## src/rtl/axis_stream_loader.sv

```systemverilog
// rtl/axis_stream_loader.sv - AXI-stream ingress: counted weight load, then buffered pixel stream with frame counting.
// Optional tlast protocol checking in the weight phase is enabled by defining LOADER_TLAST_CHECK_EN.
module axis_stream_loader #(
    parameter int DATA_W       = 32,
    parameter int PIX_W        = 24,
    parameter int WEIGHT_COUNT = 99678,
    parameter int FRAME_PIXELS = 65536,
    parameter int FIFO_DEPTH   = 16,
    localparam int WA  = (WEIGHT_COUNT > 1) ? $clog2(WEIGHT_COUNT) : 1,
    localparam int PCW = (FRAME_PIXELS > 1) ? $clog2(FRAME_PIXELS) : 1,
    localparam int AW  = $clog2(FIFO_DEPTH)
) (
    input  logic              clk,
    input  logic              rst,
    input  logic [DATA_W-1:0] s_axis_tdata,
    input  logic              s_axis_tvalid,
    output logic              s_axis_tready,
    input  logic              s_axis_tlast,
    input  logic              reload,
    output logic              w_valid,
    output logic [WA-1:0]     w_addr,
    output logic [DATA_W-1:0] w_data,
    output logic              weights_loaded,
    output logic              pix_valid,
    output logic [PIX_W-1:0]  pix_data,
    input  logic              pix_rd_en,
    output logic              frame_done,
    output logic [15:0]       frame_cnt,
    output logic              err_tlast
);

    typedef enum logic {LOAD_W = 1'b0, STREAM = 1'b1} state_t;

    state_t             state_q, state_d;
    logic [WA-1:0]      w_cnt_q, w_cnt_d;
    logic [PCW-1:0]     pix_cnt_q, pix_cnt_d;
    logic               w_valid_q, w_valid_d;
    logic [WA-1:0]      w_addr_q, w_addr_d;
    logic [DATA_W-1:0]  w_data_q, w_data_d;
    logic               frame_done_q, frame_done_d;
    logic [15:0]        frame_cnt_q, frame_cnt_d;
    logic               err_q, err_d;
    logic [AW-1:0]      wr_ptr_q, wr_ptr_d, rd_ptr_q, rd_ptr_d;
    logic [AW:0]        count_q, count_d;
    logic [PIX_W-1:0]   mem_q [FIFO_DEPTH];

    logic fifo_full, fifo_empty, accept, push, pop, w_last;

    assign fifo_full  = (count_q == (AW+1)'(FIFO_DEPTH));
    assign fifo_empty = (count_q == '0);
    // No pop credit in the same cycle: a full FIFO stalls the stream even while draining.
    assign s_axis_tready = !rst && !reload && ((state_q == LOAD_W) || !fifo_full);
    assign accept = s_axis_tvalid && s_axis_tready;
    assign push   = accept && (state_q == STREAM);
    assign pop    = pix_rd_en && !fifo_empty && !reload;
    assign w_last = (w_cnt_q == WA'(WEIGHT_COUNT - 1));

    always_comb begin
        state_d      = state_q;
        w_cnt_d      = w_cnt_q;
        pix_cnt_d    = pix_cnt_q;
        w_valid_d    = 1'b0;
        w_addr_d     = w_addr_q;
        w_data_d     = w_data_q;
        frame_done_d = 1'b0;
        frame_cnt_d  = frame_cnt_q;
        err_d        = err_q;
        wr_ptr_d     = wr_ptr_q;
        rd_ptr_d     = rd_ptr_q;
        count_d      = count_q;
        if (reload) begin
            state_d   = LOAD_W;
            w_cnt_d   = '0;
            pix_cnt_d = '0;
            wr_ptr_d  = '0;
            rd_ptr_d  = '0;
            count_d   = '0;
        end else begin
            if (accept && (state_q == LOAD_W)) begin
                w_valid_d = 1'b1;
                w_addr_d  = w_cnt_q;
                w_data_d  = s_axis_tdata;
`ifdef LOADER_TLAST_CHECK_EN
                err_d = err_q | (s_axis_tlast != w_last);
`endif
                if (w_last) begin
                    state_d = STREAM;
                    w_cnt_d = '0;
                end else begin
                    w_cnt_d = w_cnt_q + 1'b1;
                end
            end
            if (push) wr_ptr_d = wr_ptr_q + 1'b1;
            if (pop) begin
                rd_ptr_d = rd_ptr_q + 1'b1;
                if (pix_cnt_q == PCW'(FRAME_PIXELS - 1)) begin
                    pix_cnt_d    = '0;
                    frame_done_d = 1'b1;
                    frame_cnt_d  = frame_cnt_q + 16'd1;
                end else begin
                    pix_cnt_d = pix_cnt_q + 1'b1;
                end
            end
            count_d = count_q + (AW+1)'(push) - (AW+1)'(pop);
        end
    end

    always_ff @(posedge clk) begin
        if (rst) begin
            state_q      <= LOAD_W;
            w_cnt_q      <= '0;
            pix_cnt_q    <= '0;
            w_valid_q    <= 1'b0;
            w_addr_q     <= '0;
            w_data_q     <= '0;
            frame_done_q <= 1'b0;
            frame_cnt_q  <= '0;
            err_q        <= 1'b0;
            wr_ptr_q     <= '0;
            rd_ptr_q     <= '0;
            count_q      <= '0;
        end else begin
            state_q      <= state_d;
            w_cnt_q      <= w_cnt_d;
            pix_cnt_q    <= pix_cnt_d;
            w_valid_q    <= w_valid_d;
            w_addr_q     <= w_addr_d;
            w_data_q     <= w_data_d;
            frame_done_q <= frame_done_d;
            frame_cnt_q  <= frame_cnt_d;
            err_q        <= err_d;
            wr_ptr_q     <= wr_ptr_d;
            rd_ptr_q     <= rd_ptr_d;
            count_q      <= count_d;
        end
    end

    always_ff @(posedge clk) begin
        if (push) mem_q[wr_ptr_q] <= s_axis_tdata[PIX_W-1:0];
    end

`ifndef LOADER_TLAST_CHECK_EN
    logic unused_tlast;
    assign unused_tlast = s_axis_tlast;
`endif

    assign w_valid        = w_valid_q;
    assign w_addr         = w_addr_q;
    assign w_data         = w_data_q;
    assign weights_loaded = (state_q == STREAM);
    assign pix_valid      = !fifo_empty;
    assign pix_data       = mem_q[rd_ptr_q];
    assign frame_done     = frame_done_q;
    assign frame_cnt      = frame_cnt_q;
    assign err_tlast      = err_q;

endmodule

```

## config.mk

```make
export PLATFORM = sky130hd
export DESIGN_NAME = axis_stream_loader
export DESIGN_NICKNAME = d
export VERILOG_FILES = /design/src/rtl/axis_stream_loader.sv
export SDC_FILE = /design/constraint.sdc
export NUM_CORES = 1
export LEC_CHECK = 0
export ABC_AREA = 1
export BUFFER_PORTS_ARGS = -buffer_cell sky130_fd_sc_hd__buf_2
export CAP_MARGIN = 20
export CORE_MARGIN = 5
export CORE_UTILIZATION = 56
export DETAILED_ROUTE_END_ITERATION = 7
export PLACE_DENSITY = 0.78
export SLEW_MARGIN = 40
export SYNTH_ARGS = -nofsm -noshare
export SYNTH_HDL_FRONTEND = slang
export SYNTH_SLANG_ARGS = --single-unit
export TNS_END_PERCENT = 20
```

## constraint.sdc

```tcl
create_clock -name clk -period 5.15 [get_ports clk]
set_clock_uncertainty 0.1 [all_clocks]
set_input_delay 1.2875 -clock clk [delete_from_list [all_inputs] [get_ports clk]]
set_output_delay 1.2875 -clock clk [all_outputs]
set_load 0.01 [all_outputs]
```

Yosys cells after proc, flatten, opt, wreduce, memory -nomap -nowiden. Memories as Yosys holds them, arrays and structs flattened. A register that Yosys moved wholly into a read port is not among the register bits. Index checks and enable logic that the tools add are counted.

Register bits: 114. RAM bits: 384. Input port bits: 38. Output and inout port bits: 95. Word-level logic and storage cells: 51. Memories kept: 1.

Memory list: mem_q (depth 16, bits a word 24, rd ports 1, clocked after memory_dff 1, write ports 1, line 45) `logic [PIX_W-1:0] mem_q [FIFO_DEPTH];`.

Add/subtract/negate cells: 7. Eq/ne operators: 3. Multiplexer cells: 8. Bitwise gates (word level): 3. Reductions and logical operators: 18.

Operators with widths (count): adder 16 x 1 -> 16 bit (second input constant) (2); adder 17 x 1 -> 17 bit (second input constant) (1); equality test 17 bit (second input constant) (1); two-way mux 17 bit (1); equality test 16 bit (second input constant) (1); two-way mux 16 bit (1); adder 4 x 1 -> 4 bit (second input constant) (2); two-way mux 4 bit (2); logical AND 1 bit (7); adder 5 x 1 -> 5 bit (1); equality test 5 bit (second input constant) (1); zero test 5 bit (1); subtractor 5 x 1 -> 5 bit (1); zero test 1 bit (4); two-way mux 1 bit (4); AND reduction 2 bit (2); NOT 1 bit (3); AND reduction 3 bit (1); OR reduction 3 bit (1); OR reduction 2 bit (1); logical OR 1 bit (1).

Logic depth before layout (Yosys ltp). Gate-level depths: netlist of run 1.

Depth after elaboration: 8. Depth in mapped cells: 15. Depth with buffers taken out: 15.

Least setup slack after synthesis of run 1. Ideal clock, no wire load.

Kind: in2reg. Start point: in reload. End point: mem mem_q[0][0], enable pin. Arrival: 2.952 ns. Data required time: 4.645 ns. Path slack: 1.693 ns. Cell stages on the path: 5. Buffers on the path: 0. Cells stage by stage: nor2_4 > nand4_2 > inv_2 > nand2_1 > nor2_1.

Cells in the longest elaborated chain, start to end: 7.

Ends and longest elaborated chain: start: declaration (line 19) `input logic reload,`; zero test 1 bit (line 52) `assign s_axis_tready = !rst && !reload && ((state_q == LOAD_W) || !fifo_full);`; logical AND 1 bit (2 in series) (line 52); logical AND 1 bit (line 53) `assign accept = s_axis_tvalid && s_axis_tready;`; logical AND 1 bit (line 54) `assign push = accept && (state_q == STREAM);`; two-way mux 1 bit (line 139) `if (push) mem_q[wr_ptr_q] <= s_axis_tdata[PIX_W-1:0];`; two-way mux 1 bit (not written as such) (line 139); end: declaration (line 45).

Every way passes these cells.

==> reports/metrics.yaml, run 1 <==
pwr:
  p_comb_share_pct: 2.9
  power-per-cell-area_nw_per_um2: 338
  p_total_uw: 8110
  clock_power_share_pct: 43.2
  p_sw_share_pct: 20.7
  p_seq_share_pct: 53.9
  internal_power_uw: 6440
  power_switching_uw: 1680
  cellLeakagePower_uw: 0.00865
  irDropWorstVdd_uv: 243
placement:
  port_buffers: 130
  routabilityCongestion: 0.832
  hpwl_um: 28600
  post-place-ws_ns: 1.13
detailed_routing:
  routed_wirelength_um: 48100
  ant_nets: 0
  drt_iter0_markers: 1172
  first_pass_iters: 5
  avgViaCountPerCell: 5.60
  vias: 14671
  wl_per_cell_um: 18.4
  route.detailed.drc: 0
sta:
  fin_crit_sh_pct: 73.8
  layout_setup_ws_ns: 1.35
  hold_violations: 0
  setup_tns_ns: 0
  holdWs_ns: 0.361
  max_slew_margin_pct: 43.5
  fmax_mhz: 263
  rsz0062_at_grt: "no"
  min_period_ns: 3.80
  worst_pin_slew_ns: 0.846
  setup_violations: 0
  drv_slew: 0
final_layout:
  drive_gt1_share_pct: 13.9
  fin_util_pct: 64.3
  nFillCells: 2768
  area_delta_synth_final_pct: 14.3
  nets: 2155
synthesis:
  async_flop_share_pct: 0
  yosys_warnings: 0
  synth_seq_area_share_pct: 66.1
  synth_area_per_cell_sq_um: 10.6
  synth_most_common_cell: "edfxtp_1"
  netlist_instances: 1987
  synth_top_cells_by_count: "edfxtp_1, nand2_1, inv_1, nand3_1, a21oi_1"
  synth_top_area_cell: "edfxtp_1"
  synth_nets: 2041
  synth_edf_count: 384
  ys_ff_latch: 502
  netlist_top_cells_area: "edfxtp_1, dfxtp_1, nand2_1, inv_1, nand3_1"
  synth_top_area_share_pct: 54.9
  ys_types: 37
  synth_ff_type: "edfxtp_1"
  syn_area_sq_um: 21000
clock_tree:
  post_cts_buffers: 0
  cts_root_buf: "clkbuf_16"
  hold_buffers: 0
  clock_sinks: 502
  cts_max_path_buffers: 3
  clk_pin_slew_worst_paths_ns: 0.06
  cts_buffers: 51
  cts_resized: 0
  cts.htree.levels: 2
  insertion_delay_ns: 0.57
  cts_tree: "built"
setup_path:
  crit_type: "flip-flop to primary output"
  worstSetupStartpointType: "flip-flop"
  end_kind: "primary output"
  r2r_slack_ns: 2.09
  worstReg2RegStart: "count_q[2]$_SDFF_PP0_"
  crit_fanout: 40
  r2r-end: "count_q[4]$_SDFF_PP0_"
  crit_arrival_ns: 2.41
  critPathRequiredTime_ns: 3.76
  r2r_cells: 14
grt:
  antenna_found_initial: 1
  gr-total-overflow: 0
  grt_pass1_vias: 14513
  grt_pass1_wl_um: 75700
  grt_max_degree: 83
  grt_usage_pct: 22.8
die:
  io_pins: 133
  die_area_sq_um: 41500
  die_height_um: 204
  dieWidth_um: 204
  core-area_sq_um: 37300
  row_count: 71
  initial_core_util_pct: 56.3
hold_path:
  hp-start: "w_data[26]$_SDFFE_PP0P_"
  holdPathEnd: "w_data[26]$_SDFFE_PP0P_"
  min_path_cells: 2
  hold_path_class: "flip-flop to flip-flop"
run_status:
  status: "finished, final reports clean"
job:
  cap_violations: 0
sequential cells by signal, summed over array words and instances (netlist names), named ones only:
register        count
w_data             32
wr_ptr_q            4
frame_cnt          16
count_q             5
w_cnt_q            17
w_valid             1
pix_cnt_q          16
weights_loaded      1
rd_ptr_q            4
w_addr             17
frame_done          1
mem_q             384
layer usage:
| layer | vias up | GRT usage, % | share of wire (%) |
|---|---|---|---|
| met5 | - | 0 | 0 |
| met3 | 97 | 4.66 | 7.7 |
| met1 | 7002 | 29.3 | 40 |
| met2 | 543 | 39.4 | 50 |
| li1 | 7029 | - | - |
| met4 | 0 | 6.94 | 2.7 |
placed cells by master (no fill, tap or decap), types with 7 or more instances in the layout:
master,netlist,layout
edfxtp_1,384,384
nand2_1,368,368
inv_1,249,248
nand3_1,184,184
a21oi_1,181,181
buf_2,43,130
dfxtp_1,118,115
o211ai_1,96,96
nor2_1,91,75
o21ai_0,69,69
clkbuf_16,0,51
o21ai_1,37,37
nor2_4,3,19
clkinv_1,1,15
ha_1,15,15
nand4_1,13,13
nand2_2,12,12
xor2_1,12,12
clkbuf_1,38,11
buf_4,15,11
a21oi_2,10,10
inv_2,9,9
buf_8,0,9
xnor2_1,8,8
nor3_1,7,7
area by class of cell:
type	instances	area (sq um)	share of cell area, %
sequential	502	13900	57.9
clock buffer	68	1400	5.83
clock inverter	28	198	0.824
tap	474	593	2.47
inverter	260	982	4.09
timing repair buffer	166	1200	4.99
antenna	1	2.50	0.0104
multi-input combinational	1120	5720	23.8
how the worst max path moves through the flow:
stage                             endpoint  cells past startpoint
floorplan            mem_q[0][0]$_DFFE_PP_                      5
global placement    mem_q[6][14]$_DFFE_PP_                      7
detailed placement  mem_q[6][14]$_DFFE_PP_                      7
CTS                            pix_data[2]                      7
global route                   pix_data[2]                      7
finish                         pix_data[2]                      7
cells by family (layout without fill, tap and decap cells):
| group | after synthesis | in the layout | share of synthesized area (%) |
|---|---|---|---|
| flip-flops | 502 | 502 | 66.1 |
| AO/OA/AOI/OAI | 397 | 397 | 10.8 |
| buffers and inverters | 365 | 522 | 7.18 |
| other | 1 | 2 | 0.0179 |
| XOR/XNOR | 20 | 20 | 0.834 |
| AND/OR/NAND/NOR | 686 | 686 | 14.0 |
| adder cells (fa/ha/maj) | 16 | 16 | 0.989 |
power groups by stage:
stage               sequential [uW]  combinational, uW  clock, uW
floorplan                      4460                125          0
global placement               4460                218          0
detailed placement             4460                226          0
CTS                            4370                228       3560
global route                   4370                261       3730
finish                         4370                233       3510
stage by stage:
step	cells	area [sq um]
after floorplan	1987	21000
after global placement	2503	22000
after detailed placement	2520	22300
after CTS	2616	23900
after global routing	2619	24000
final	2619	24000
critical path: stages (launching register included):
cell and delay [ns]:
dfxtp_4 0.58, buf_4 0.47, a21oi_1 0.09, o21ai_0 0.11
nand3_1 0.11, nand3_1 0.15, nand2_1 0.15, buf_2 0.18
No activity file was read; power rests on OpenSTA's default activity.
==> run 2: changes to the inputs <==
==> constraint.sdc (replaced) <==
create_clock -name clk -period 3.85 [get_ports clk]
set_clock_uncertainty 0.1 [all_clocks]
set_input_delay 0.9625 -clock clk [delete_from_list [all_inputs] [get_ports clk]]
set_output_delay 0.9625 -clock clk [all_outputs]
set_load 0.01 [all_outputs]
==> run 2 against run 1 <==
  * Combinational power up 34%
  * Critical path depth unchanged
  * Utilization fell by 0.48 points
  * Worst hold slack hardly changed
  * Largest power group unchanged
  * Cell area fell by 0.75%
  * Via count shrank 0.53%
  * Cell count down 0.23%
==> reports/metrics.yaml, run 2 (same netlist as run 1, synthesis figures left out) <==
setup_path:
  crit_top_cell: "nand3_1"
  end_kind: "primary output"
  slowest_delay_ns: 0.69  # +0.11 ns
  crit_fanout: 46  # +15%
  crit_type: "flip-flop to primary output"
  critPathRequiredTime_ns: 2.79  # -0.97 ns
  crit_path_top_delay_cell: "dfxtp_4"
  cp_cell_sequence: "buf_4, a21oi_1, o21ai_0, nand3_1, nand3_1, nand2_1, buf_2"
  worstSetupStartpointType: "flip-flop"
  crit_arrival_ns: 2.39  # -0.02 ns
grt:
  grt_max_degree: 87  # +4.8%
  grt_pass1_wl_um: 74300  # -1.9%
  gr-total-overflow: 0  # unchanged
  grt_pass1_vias: 14235  # -1.9%
  grt_usage_pct: 22.4  # -0.41 points
  antenna_found_initial: 0  # -1
final_layout:
  diodes: 0  # -1
  layout_common_cells: "edfxtp_1, nand2_1, inv_1"
  area_delta_synth_final_pct: 13.4
  largest-register: "mem_q"
  largest_reg_flops: 384  # unchanged
  fin_util_pct: 63.8  # -0.48 points
  layout_commonest_cell: "edfxtp_1"
  nets: 2158  # +0.14%
  drive_gt1_share_pct: 13.9  # -0.061 points
job:
  cap_violations: 0  # unchanged
die:
  initial_core_util_pct: 56.3  # unchanged
  dieWidth_um: 204  # unchanged
  io_pins: 133  # unchanged
  core-area_sq_um: 37300  # unchanged
  die_height_um: 204  # unchanged
  row_count: 71  # unchanged
  die_area_sq_um: 41500  # unchanged
pwr:
  power-per-cell-area_nw_per_um2: 449  # +33%
  irDropWorstVdd_uv: 323  # +33%
  p_sw_share_pct: 20.3  # -0.37 points
  p_total_uw: 10700  # +32%
  p_seq_share_pct: 54.7  # +0.8 points
  power_switching_uw: 2170  # +29%
  internal_power_uw: 8520  # +32%
  p_comb_share_pct: 2.9  # about the same
  cellLeakagePower_uw: 0.00857  # -0.90%
  clock_power_share_pct: 42.3  # -0.9 points
detailed_routing:
  first_pass_iters: 5  # unchanged
  avgViaCountPerCell: 5.58  # -0.30%
  routed_wirelength_um: 47000  # -2.2%
  ant_nets: 0  # unchanged
  wl_per_cell_um: 18.0  # -2.0%
  route.detailed.drc: 0  # unchanged
  drt_iter0_markers: 1236  # +5.5%
  vias: 14593  # -0.53%
clock_tree:
  cts_resized: 0  # unchanged
  clock_sinks: 502  # unchanged
  hold_buffers: 0  # unchanged
  cts_root_buf: "clkbuf_16"
  insertion_delay_ns: 0.55  # -0.02 ns
  cts.htree.levels: 2  # unchanged
  clk_pin_slew_worst_paths_ns: 0.06  # about the same
  post_cts_buffers: 0  # unchanged
  cts_max_path_buffers: 3  # unchanged
  cts_tree: "built"
  cts_buffers: 49  # -3.9%
sta:
  max_slew_margin_pct: 53.2  # +9.7 points
  worst_pin_slew_ns: 0.703  # -0.143 ns
  fin_crit_sh_pct: 89.7
  setup_tns_ns: 0  # unchanged
  rsz0062_at_grt: "no"
  min_period_ns: 3.45
  setup_violations: 0  # unchanged
  fmax_mhz: 290
  hold_violations: 0  # unchanged
  drv_slew: 0  # unchanged
run_status:
  status: "finished, final reports clean"
placement:
  routabilityCongestion: 0.842  # +1.2%
  port_buffers: 130  # unchanged
  hpwl_um: 27900  # -2.7%
hold_path:
  hold_path_class: "flip-flop to flip-flop"
==> run 2: changes by cell type in the layout (fill, tap and decap cells not counted), moves of 2 or more <==
cell and change:
bufinv_16 +2, clkbuf_8 -6, buf_4 +16, buf_16 -6, clkinv_1 -3, clkinv_4 -2, clkinvlp_4 +2, clkbuf_16 -2
buf_12 +7, inv_6 -3, buf_6 -3, clkinvlp_2 +3, buf_8 -9
==> run 2: critical path, delay by kind of cell (launching register included) <==
kind / cells / cell delay, ns
AO/OA/AOI/OAI: 2 / 0.20
buffers and inverters: 2 / 0.59
flip-flops: 1 / 0.69
AND/OR/NAND/NOR: 3 / 0.34
==> run 2: area by class of cell <==
cell class              count  area (sq um)
well taps                 474           593
repair buffers            171          1120
clock buffers              60          1270
fillers                  2784         13500
clock inverters            26           229
multi-input cells        1120          5720
flip-flops and latches    502         13900
inverters                 260           981
==> run 2: power groups by stage <==
stage	logic [uW]	registers (uW)	clock network (uW)
after floorplan	167	5970	0
after global placement	301	5960	0
after detailed placement	310	5960	0
after CTS	312	5850	4580
after global routing	348	5850	4840
final	312	5850	4520
==> run 2: path summary, 6_finish.rpt <==
check                    startpoint                     end  slack (ns)  cells past startpoint
min          w_data[9]$_SDFFE_PP0P_  w_data[9]$_SDFFE_PP0P_        0.36                      2
min reg2reg  w_data[9]$_SDFFE_PP0P_  w_data[9]$_SDFFE_PP0P_        0.36                      2
max                       flip-flop             pix_data[2]        0.40                      7
max reg2reg   count_q[3]$_SDFF_PP0_   count_q[4]$_SDFF_PP0_        1.08                     14
==> run 2: stage by stage <==
step           instance area [sq um]  cells  hold WS, ns  setup WS (ns)
2_1_floorplan                  21000   1987        0.347          0.718
3_3_place_gp                   22300   2527        0.348          0.681
3_5_place_dp                   22300   2527        0.352          0.651
4_1_cts                        23800   2613        0.362          0.375
5_1_grt                        23800   2613        0.374          0.228
6_report                       23800   2613        0.361          0.397
==> run 2: routing by layer <==
layer  routed length (um)  share of wire (%)  global-route usage, %
met1                19400                 41                   29.5
met5                    0                  0                      0
met4                 1030                2.2                   5.71
met2                23200                 49                   38.8
met3                 3440                7.3                   3.94
